--- config.mk ---
export PLATFORM = sky130hd
export DESIGN_NAME = sweep_counter_ctrl
export DESIGN_NICKNAME = d
export VERILOG_FILES = /design/src/rtl/sweep_pkg.sv /design/src/rtl/sweep_counter_ctrl_step.sv /design/src/rtl/sweep_counter_ctrl.sv
export SDC_FILE = /design/constraint.sdc
export NUM_CORES = 1
export LEC_CHECK = 0
export ABC_AREA = 1
export ABC_CLOCK_PERIOD_IN_PS = 3720
export CELL_PAD_IN_SITES_DETAIL_PLACEMENT = 0
export CELL_PAD_IN_SITES_GLOBAL_PLACEMENT = 2
export CORE_ASPECT_RATIO = 1.2
export CORE_MARGIN = 4
export CORE_UTILIZATION = 30
export DETAILED_ROUTE_END_ITERATION = 6
export HOLD_SLACK_MARGIN = 0.02
export PLACE_DENSITY_LB_ADDON = 0.25
export SYNTH_ARGS = -nofsm -noshare
export SYNTH_HDL_FRONTEND = slang
export SYNTH_SLANG_ARGS = --single-unit
export TNS_END_PERCENT = 50
--- constraint.sdc ---
create_clock -name clk -period 3.72 [get_ports clk]
set_input_delay 1.116 -clock clk [delete_from_list [all_inputs] [get_ports clk]]
set_output_delay 1.116 -clock clk [all_outputs]
set_load 0.02 [all_outputs]
--- src/rtl/sweep_pkg.sv ---
// Shared types and defaults for the bouncing sweep counter controller.
package sweep_pkg;

    localparam int SWEEP_WIDTH     = 8;
    localparam int SWEEP_TURN_W    = 8;
    localparam int SWEEP_DEF_LO    = 7;
    localparam int SWEEP_DEF_HI    = 210;
    localparam int SWEEP_DEF_STEP  = 7;
    localparam int SWEEP_DEF_TURNS = 0;

    typedef enum logic [1:0] {
        IDLE  = 2'd0,
        RUN   = 2'd1,
        PAUSE = 2'd2
    } sweep_state_t;

    typedef struct packed {
        logic [SWEEP_WIDTH-1:0]  lo;
        logic [SWEEP_WIDTH-1:0]  hi;
        logic [SWEEP_WIDTH-1:0]  step;
        logic [SWEEP_TURN_W-1:0] turns;
    } sweep_cfg_t;

endpackage

--- src/rtl/sweep_counter_ctrl_step.sv ---
// Combinational single-step of the bouncing counter: next value, direction
// and whether this step is a reversal.
module sweep_step #(
    parameter int WIDTH = 8
) (
    input  logic [WIDTH-1:0] count,
    input  logic             dir,
    input  logic [WIDTH-1:0] lo,
    input  logic [WIDTH-1:0] hi,
    input  logic [WIDTH-1:0] step,
    output logic [WIDTH-1:0] next_count,
    output logic             next_dir,
    output logic             turn
);

    // One extra bit so neither bound compare can wrap.
    logic [WIDTH:0] up_sum;
    logic [WIDTH:0] lo_plus;

    assign up_sum  = {1'b0, count} + {1'b0, step};
    assign lo_plus = {1'b0, lo} + {1'b0, step};

    always_comb begin
        next_count = count;
        next_dir   = dir;
        turn       = 1'b0;
        if (dir) begin
            if (up_sum <= {1'b0, hi}) begin
                next_count = up_sum[WIDTH-1:0];
            end else begin
                next_count = count - step;
                next_dir   = 1'b0;
                turn       = 1'b1;
            end
        end else begin
            if ({1'b0, count} >= lo_plus) begin
                next_count = count - step;
            end else begin
                next_count = up_sum[WIDTH-1:0];
                next_dir   = 1'b1;
                turn       = 1'b1;
            end
        end
    end

endmodule

--- src/rtl/sweep_counter_ctrl.sv ---
// Sequenced bouncing up/down counter: shadow config, start/pause/abort FSM,
// reversal counting with done pulse and invalid-config error pulse.
module sweep_counter_ctrl
    import sweep_pkg::*;
#(
    parameter int WIDTH     = SWEEP_WIDTH,
    parameter int TURN_W    = SWEEP_TURN_W,
    parameter int DEF_LO    = SWEEP_DEF_LO,
    parameter int DEF_HI    = SWEEP_DEF_HI,
    parameter int DEF_STEP  = SWEEP_DEF_STEP,
    parameter int DEF_TURNS = SWEEP_DEF_TURNS
) (
    input  logic              clk,
    input  logic              rst,
    input  logic              cfg_we,
    input  logic [WIDTH-1:0]  cfg_lo,
    input  logic [WIDTH-1:0]  cfg_hi,
    input  logic [WIDTH-1:0]  cfg_step,
    input  logic [TURN_W-1:0] cfg_turns,
    input  logic              start,
    input  logic              pause,
    input  logic              abort,
    output logic [WIDTH-1:0]  count,
    output logic              dir,
    output logic              busy,
    output logic              done,
    output logic              err
);

    localparam logic [WIDTH-1:0]  DEF_LO_V    = DEF_LO[WIDTH-1:0];
    localparam logic [WIDTH-1:0]  DEF_HI_V    = DEF_HI[WIDTH-1:0];
    localparam logic [WIDTH-1:0]  DEF_STEP_V  = DEF_STEP[WIDTH-1:0];
    localparam logic [TURN_W-1:0] DEF_TURNS_V = DEF_TURNS[TURN_W-1:0];
    localparam logic [TURN_W-1:0] TURN_ONE    = 1;

    sweep_state_t      state_reg, state_next;
    logic [WIDTH-1:0]  lo_reg, hi_reg, step_reg;
    logic [TURN_W-1:0] turns_cfg_reg;
    logic [WIDTH-1:0]  count_reg, count_next;
    logic              dir_reg, dir_next;
    logic [TURN_W-1:0] turn_cnt_reg, turn_cnt_next, turn_cnt_inc;
    logic              busy_reg, busy_next;
    logic              done_reg, done_next;
    logic              err_reg, err_next;
    logic              cfg_valid;
    logic [WIDTH-1:0]  step_count;
    logic              step_dir;
    logic              step_turn;

    sweep_step #(.WIDTH(WIDTH)) u_step (
        .count      (count_reg),
        .dir        (dir_reg),
        .lo         (lo_reg),
        .hi         (hi_reg),
        .step       (step_reg),
        .next_count (step_count),
        .next_dir   (step_dir),
        .turn       (step_turn)
    );

    assign cfg_valid = (step_reg != '0) && (lo_reg < hi_reg) &&
                       ((hi_reg - lo_reg) >= step_reg);

    // Saturating so endless mode never wraps back to a small value.
    assign turn_cnt_inc = (&turn_cnt_reg) ? turn_cnt_reg : turn_cnt_reg + TURN_ONE;

    always_comb begin
        state_next    = state_reg;
        count_next    = count_reg;
        dir_next      = dir_reg;
        turn_cnt_next = turn_cnt_reg;
        done_next     = 1'b0;
        err_next      = 1'b0;
        case (state_reg)
            IDLE: begin
                if (!abort && !pause && start) begin
                    if (cfg_valid) begin
                        count_next    = lo_reg;
                        dir_next      = 1'b1;
                        turn_cnt_next = '0;
                        state_next    = RUN;
                    end else begin
                        err_next = 1'b1;
                    end
                end
            end
            RUN: begin
                if (abort) begin
                    state_next = IDLE;
                end else if (pause) begin
                    state_next = PAUSE;
                end else begin
                    count_next = step_count;
                    dir_next   = step_dir;
                    if (step_turn) begin
                        turn_cnt_next = turn_cnt_inc;
                        if (turns_cfg_reg != '0 && turn_cnt_inc == turns_cfg_reg) begin
                            done_next  = 1'b1;
                            state_next = IDLE;
                        end
                    end
                end
            end
            PAUSE: begin
                if (abort) begin
                    state_next = IDLE;
                end else if (!pause && start) begin
                    state_next = RUN;
                end
            end
            default: state_next = IDLE;
        endcase
        busy_next = (state_next != IDLE);
    end

    always_ff @(posedge clk) begin
        if (rst) begin
            state_reg     <= IDLE;
            count_reg     <= '0;
            dir_reg       <= 1'b1;
            turn_cnt_reg  <= '0;
            busy_reg      <= 1'b0;
            done_reg      <= 1'b0;
            err_reg       <= 1'b0;
            lo_reg        <= DEF_LO_V;
            hi_reg        <= DEF_HI_V;
            step_reg      <= DEF_STEP_V;
            turns_cfg_reg <= DEF_TURNS_V;
        end else begin
            state_reg    <= state_next;
            count_reg    <= count_next;
            dir_reg      <= dir_next;
            turn_cnt_reg <= turn_cnt_next;
            busy_reg     <= busy_next;
            done_reg     <= done_next;
            err_reg      <= err_next;
            // A start in the same cycle already used the old values above.
            if (state_reg == IDLE && cfg_we) begin
                lo_reg        <= cfg_lo;
                hi_reg        <= cfg_hi;
                step_reg      <= cfg_step;
                turns_cfg_reg <= cfg_turns;
            end
        end
    end

    assign count = count_reg;
    assign dir   = dir_reg;
    assign busy  = busy_reg;
    assign done  = done_reg;
    assign err   = err_reg;

endmodule

==> metrics.txt, run 1 <==
Non-Filler Instances=859; dominant cell by count in the synthesized netlist=nand2_1; Final Setup Violations=0; min Tclk post-route=3360 ps; hold crit path type=reg2reg; Fin Setup TNS=0 ps; Avg Cell Area, Syn=6.93 um2; origin of the critical flop-to-flop path=hi_reg[0]; Unique masters post-synth=36; EDFF count, synth=0; global-route wire length before repair=22.0 mm; dpl ws=-91.5 ps; CTS tree=built; Chip Width=118 um; Max Slew Vio Count=0; clk_lat worst skew=300 ps; Layout Nets=785; fmax=298 MHz; DR DRC count=0; Cell Area, Synth=4340 um2; cell count after placement=846; worst path arrival time=3550 ps; GP Congestion=0.886; Rows=47; launch point of the worst path=hi_reg[0]; Hold Startpoint=turns_cfg_reg[5]; top_reg_cell synth=dfxtp_1; core area=14000 um2; Setup Skew=5.31 ps; Power per Cell Area=369 nW/um2; crit path max fanout=5; vias in the first global route=4299; Reg clk slew, reported paths=70 ps; GRT Total Usage=0.166; Iter 0 DRT Violations=147; number of diodes=0; P_leak=2.58 nW; Worst Tran Pin Value=742 ps; port bufs=49; WL/cell=15.8 um; drt pass-1 iters=4; startpoint types=flop; synthesized flop and latch total=54; post-synth top area share=0.249; Syn Nets=724; deepest clock path buffer count=2; Final Hold Fails=0; pin count of the biggest net entering global routing=33; RSZ-0062 raised after global routing=false; Yosys top cell by area=dfxtp_1; worst setup margin=362 ps; yosys warns=0; MaxCap Viol Count=0; Peak VDD IR=0.172 mV; most frequent cells after synthesis=129 x nand2_1, 81 x inv_1, 68 x a21oi_1, 56 x ha_1, 54 x dfxtp_1; Worst Setup End Kind=flop; Detailed Route WL=13.5 mm; CTS Sinks=54; P&R area growth vs syn=23.4%; Seq/Total Area, Yosys=0.249; Clock Tree Root=clkbuf_16; Tcrit/Tclk final=0.903; Die Y=140 um; Antenna Nets Post-Route=0; final core utilization=0.383; WS Path Type=reg2reg; initial core utilization=0.310; slew margin rel.=0.505; top post-synthesis cells by area=dfxtp_1 25%, ha_1 16%, nand2_1 11%; fraction of registers with async set/reset=0; Worst Path Required=3910 ps; Remaining Overflow, GRT=0; Hold Slack=494 ps; CTS Buf Count=5; H-tree Lvls=2; initial antenna violation count=0; Die Area=16500 um2; status=completed; num ports=50; DP Wirelength=11.2 mm; layout cells sized above 1=0.0828; via-per-instance ratio=4.84; Post-Syn Instances=626; via count=4155
[per-layer routing]
layer | global-route usage | vias up | wire, um
met3 | 0.0235 | 18 | 338
met2 | 0.317 | 67 | 7030
met5 | 0 | - | 0
met1 | 0.187 | 1870 | 5770
met4 | 0.0562 | 0 | 406
li1 | - | 2200 | -
[critical path, stage by stage (launching register included)]
cell and delay (ps):
dfxtp_1 330, inv_1 80, ha_1 140, inv_1 50, fa_1 440, a31oi_4 190
o21ai_0 120, a21oi_1 190, xor2_1 150, inv_1 50, ha_1 270, nand2_1 80
nor2_2 130, nand4_1 90, o2111ai_1 120, nand3_2 150, inv_2 120, nand2_4 90
nand2_4 130, inv_1 90, nor2_1 130, a21oi_1 80
[worst paths after layout]
| kind | end | slack (ps) | cells after the start |
|---|---|---|---|
| max reg2reg | count[6] | 360 | 21 |
| max | count[6] | 360 | 21 |
| min reg2reg | turns_cfg_reg[5] | 490 | 2 |
| min | turns_cfg_reg[5] | 490 | 2 |
[power by group]
group          switching [mW]  internal [mW]
Combinational           0.477          0.333
Sequential             0.0418          0.619
Clock                   0.217          0.288
[cells by family (layout without fill, tap and decap cells)]
family / count (synthesis) / count (layout) / synth area share
AND/OR/NAND/NOR: 244 / 245 / 0.247
AO/OA/AOI/OAI: 136 / 136 / 0.172
buffers and inverters: 102 / 163 / 0.0920
adder cells (fa/ha/maj): 60 / 60 / 0.180
flip-flops: 54 / 54 / 0.249
XOR/XNOR: 30 / 30 / 0.0605
[what timing repair did]
item,CTS,global route
buffers inserted,0,4
resized for setup,2,12
pin swaps,0,2
cloned,0,1
setup endpoints to repair,3,19
hold buffers,0,0
[placed cells by master (no fill, tap or decap), types with 3 or more instances in the layout]
master,n
a21o_1,6
a21oi_1,68
buf_4,19
clkbuf_16,5
clkdlybuf4s50_1,49
dfxtp_1,52
fa_1,4
ha_1,54
inv_1,79
inv_2,6
nand2_1,128
nand2_2,6
nand2_4,5
nand3_1,39
nand4_1,7
nor2_1,44
nor3_1,3
nor4_1,6
o211ai_1,10
o21ai_0,39
o21ai_1,4
xnor2_1,6
xor2_1,24
[per-stage QoR]
stage	cell area (um2)	power, mW
finish	5360	1.98
global route	5360	2.15
CTS	5280	1.99
detailed placement	5100	1.46
global placement	5100	1.46
floorplan	4340	1.20
[final cells by class]
cell class | count | area, um2
Inverter | 85 | 319
Timing Repair Buffer | 70 | 673
Tap cell | 171 | 214
Clock buffer | 7 | 153
Sequential cell | 54 | 1080
Multi-Input combinational cell | 471 | 2910
Clock inverter | 1 | 8.76
Fill cell | 1508 | 8640
Power figures use the tool's default switching activity.
==> run 2: changes to the inputs <==
--- a/config.mk
+++ b/config.mk
@@ -9,7 +9,6 @@
 export ABC_CLOCK_PERIOD_IN_PS = 3720
 export CELL_PAD_IN_SITES_DETAIL_PLACEMENT = 0
 export CELL_PAD_IN_SITES_GLOBAL_PLACEMENT = 2
-export CORE_ASPECT_RATIO = 1.2
 export CORE_MARGIN = 4
 export CORE_UTILIZATION = 30
 export DETAILED_ROUTE_END_ITERATION = 6
==> metrics.txt, run 2 (synthesized netlist as in run 1, its figures left out) <==
CTS Sinks=54 (unchanged); H-tree Lvls=2 (unchanged); WS Path Type=reg2reg (unchanged); CP top delay family=compound AO/OA/AOI/OAI gates (was adder cells); Power per Cell Area=369 nW/um2 (about the same); initial core utilization=0.309 (was 0.310); CTS tree=built (unchanged); most frequent CP cell=inv_1 (unchanged); critical-path cell list=inv_1 -> ha_1 -> inv_1 -> fa_1 -> a31oi_2 -> o21ai_0 -> a21oi_1 -> xor2_1 -> inv_1 -> ha_1 -> nand2_1 -> nor2_1 -> nand4_1 -> o2111ai_1 -> nand3_1 -> inv_1 -> nand2_2 -> nand2_4 -> buf_12 -> o21ai_0 -> o211ai_1 (was inv_1 -> ha_1 -> inv_1 -> fa_1 -> a31oi_4 -> o21ai_0 -> a21oi_1 -> xor2_1 -> inv_1 -> ha_1 -> nand2_1 -> nor2_2 -> nand4_1 -> o2111ai_1 -> nand3_2 -> inv_2 -> nand2_4 -> nand2_4 -> inv_1 -> nor2_1 -> a21oi_1); status=completed (unchanged); CTS Buf Count=5 (unchanged); WP buf/inv=5 (unchanged); worst path arrival time=3650 ps (was 3550 ps); Worst Tran Pin Value=498 ps (was 742 ps); commonest non-fill, non-tap cell in the layout=nand2_1 (unchanged); layout cells sized above 1=0.0759 (was 0.0828); worst setup margin=296 ps (was 362 ps); dpl ws=-234 ps (was -91.5 ps); vias in the first global route=4037 (was 4299); Die Area=16500 um2 (about the same); drt pass-1 iters=5 (was 4); Antenna Nets Post-Route=0 (unchanged); clk_lat worst skew=310 ps (was 300 ps); MaxCap Viol Count=0 (unchanged); Setup Skew=7.45 ps (was 5.31 ps); number of diodes=0 (unchanged); DR DRC count=0 (unchanged); startpoint types=flop (unchanged); GRT Total Usage=0.173 (was 0.166); Rows=43 (was 47); core area=14000 um2 (about the same); min Tclk post-route=3420 ps (was 3360 ps); Peak VDD IR=0.204 mV (was 0.172 mV); P_leak=2.54 nW (was 2.58 nW); pin count of the biggest net entering global routing=42 (was 33); Tot Pwr=1.96 mW (was 1.98 mW); Finished Cell Area=5300 um2 (was 5360 um2); initial antenna violation count=0 (unchanged); most frequent cells in the layout=128 x nand2_1, 80 x inv_1, 67 x a21oi_1 (was 128 x nand2_1, 79 x inv_1, 68 x a21oi_1); GP Congestion=0.862 (was 0.886); num ports=50 (unchanged); Max Slew Vio Count=0 (unchanged); Detailed Route WL=13.9 mm (was 13.5 mm); Worst Setup End Kind=flop (unchanged); slowest library cell on the worst path=fa_1 (unchanged); area of placed instances=5110 um2 (was 5100 um2); Tcrit/Tclk final=0.920 (was 0.903); fmax=292 MHz (was 298 MHz); Reg clk slew, reported paths=70 ps (about the same); Hold Slack=496 ps (was 494 ps); Iter 0 DRT Violations=216 (was 147); RSZ-0062 raised after global routing=false (unchanged); P&R area growth vs syn=22.1% (was 23.4%); Layout Nets=782 (was 785); final core utilization=0.378 (was 0.383); Die Y=128 um (was 140 um); Final Setup Violations=0 (unchanged); via-per-instance ratio=4.81 (was 4.84); slew margin rel.=0.664 (was 0.505); Worst Path Required=3950 ps (was 3910 ps); hold crit path type=reg2reg (unchanged); crit path max fanout=15 (was 5); Max stage delay on crit path=420 ps (was 440 ps); DP Wirelength=11.4 mm (was 11.2 mm); Remaining Overflow, GRT=0 (unchanged); Chip Width=128 um (was 118 um); via count=4163 (was 4155); Clock Tree Root=clkbuf_16 (unchanged); global-route wire length before repair=22.1 mm (was 22.0 mm); Final Hold Fails=0 (unchanged); deepest clock path buffer count=2 (unchanged); port bufs=49 (unchanged); WL/cell=16.1 um (was 15.8 um)
-- run 2: cell count changes in the layout (fill, tap and decap cells not counted), sizes merged --
cell,change
buf,-2
clkbuf,-2
clkinv,+1
inv,+1
nand2,-1
-- run 2: worst paths after layout --
| kind | to | cells after the start | slack (ps) | start |
|---|---|---|---|---|
| max | dir | 21 | 300 | hi_reg[0] |
| min | turns_cfg_reg[7] | 2 | 500 | turns_cfg_reg[7] |
| max reg2reg | dir | 21 | 300 | hi_reg[0] |
| min reg2reg | turns_cfg_reg[7] | 2 | 500 | turns_cfg_reg[7] |
-- run 2: repair_timing --
| item | in CTS | in global routing |
|---|---|---|
| gates resized for setup | 2 | 9 |
| hold buffers | 0 | 0 |
| pin swaps | 1 | 0 |
| setup buffers | 1 | 0 |
| setup endpoints to repair | 9 | 19 |
-- run 2: per-stage QoR --
stage | instances | TNS [ps]
after floorplan | 626 | 0
after global placement | 856 | -867
after detailed placement | 856 | -516
after CTS | 865 | 0
after global routing | 865 | 0
final | 865 | 0
-- run 2: metal layers --
layer	up-vias	global-route usage	routed length [um]
met4	0	0.0581	395
met5	-	0	0
met3	18	0.0296	549
met2	89	0.252	5830
li1	2194	-	-
met1	1862	0.257	7150
-- run 2: power breakdown --
group	switching, mW	internal [mW]
registers	0.0434	0.619
clock network	0.235	0.250
logic	0.482	0.328
-- run 2: cell type report --
cell class              count  area, um2
inverters                  85        319
fillers                  1510       8740
well taps                 180        225
clock buffers               5        125
flip-flops and latches     54       1080
multi-input cells         470       2890
repair buffers             68        646
clock inverters             3       18.8
-- run 2: tightest hold or removal path: stages (launching register included) --
cell and delay, ps:
dfxtp_1 320, inv_1 80, a21oi_1 60
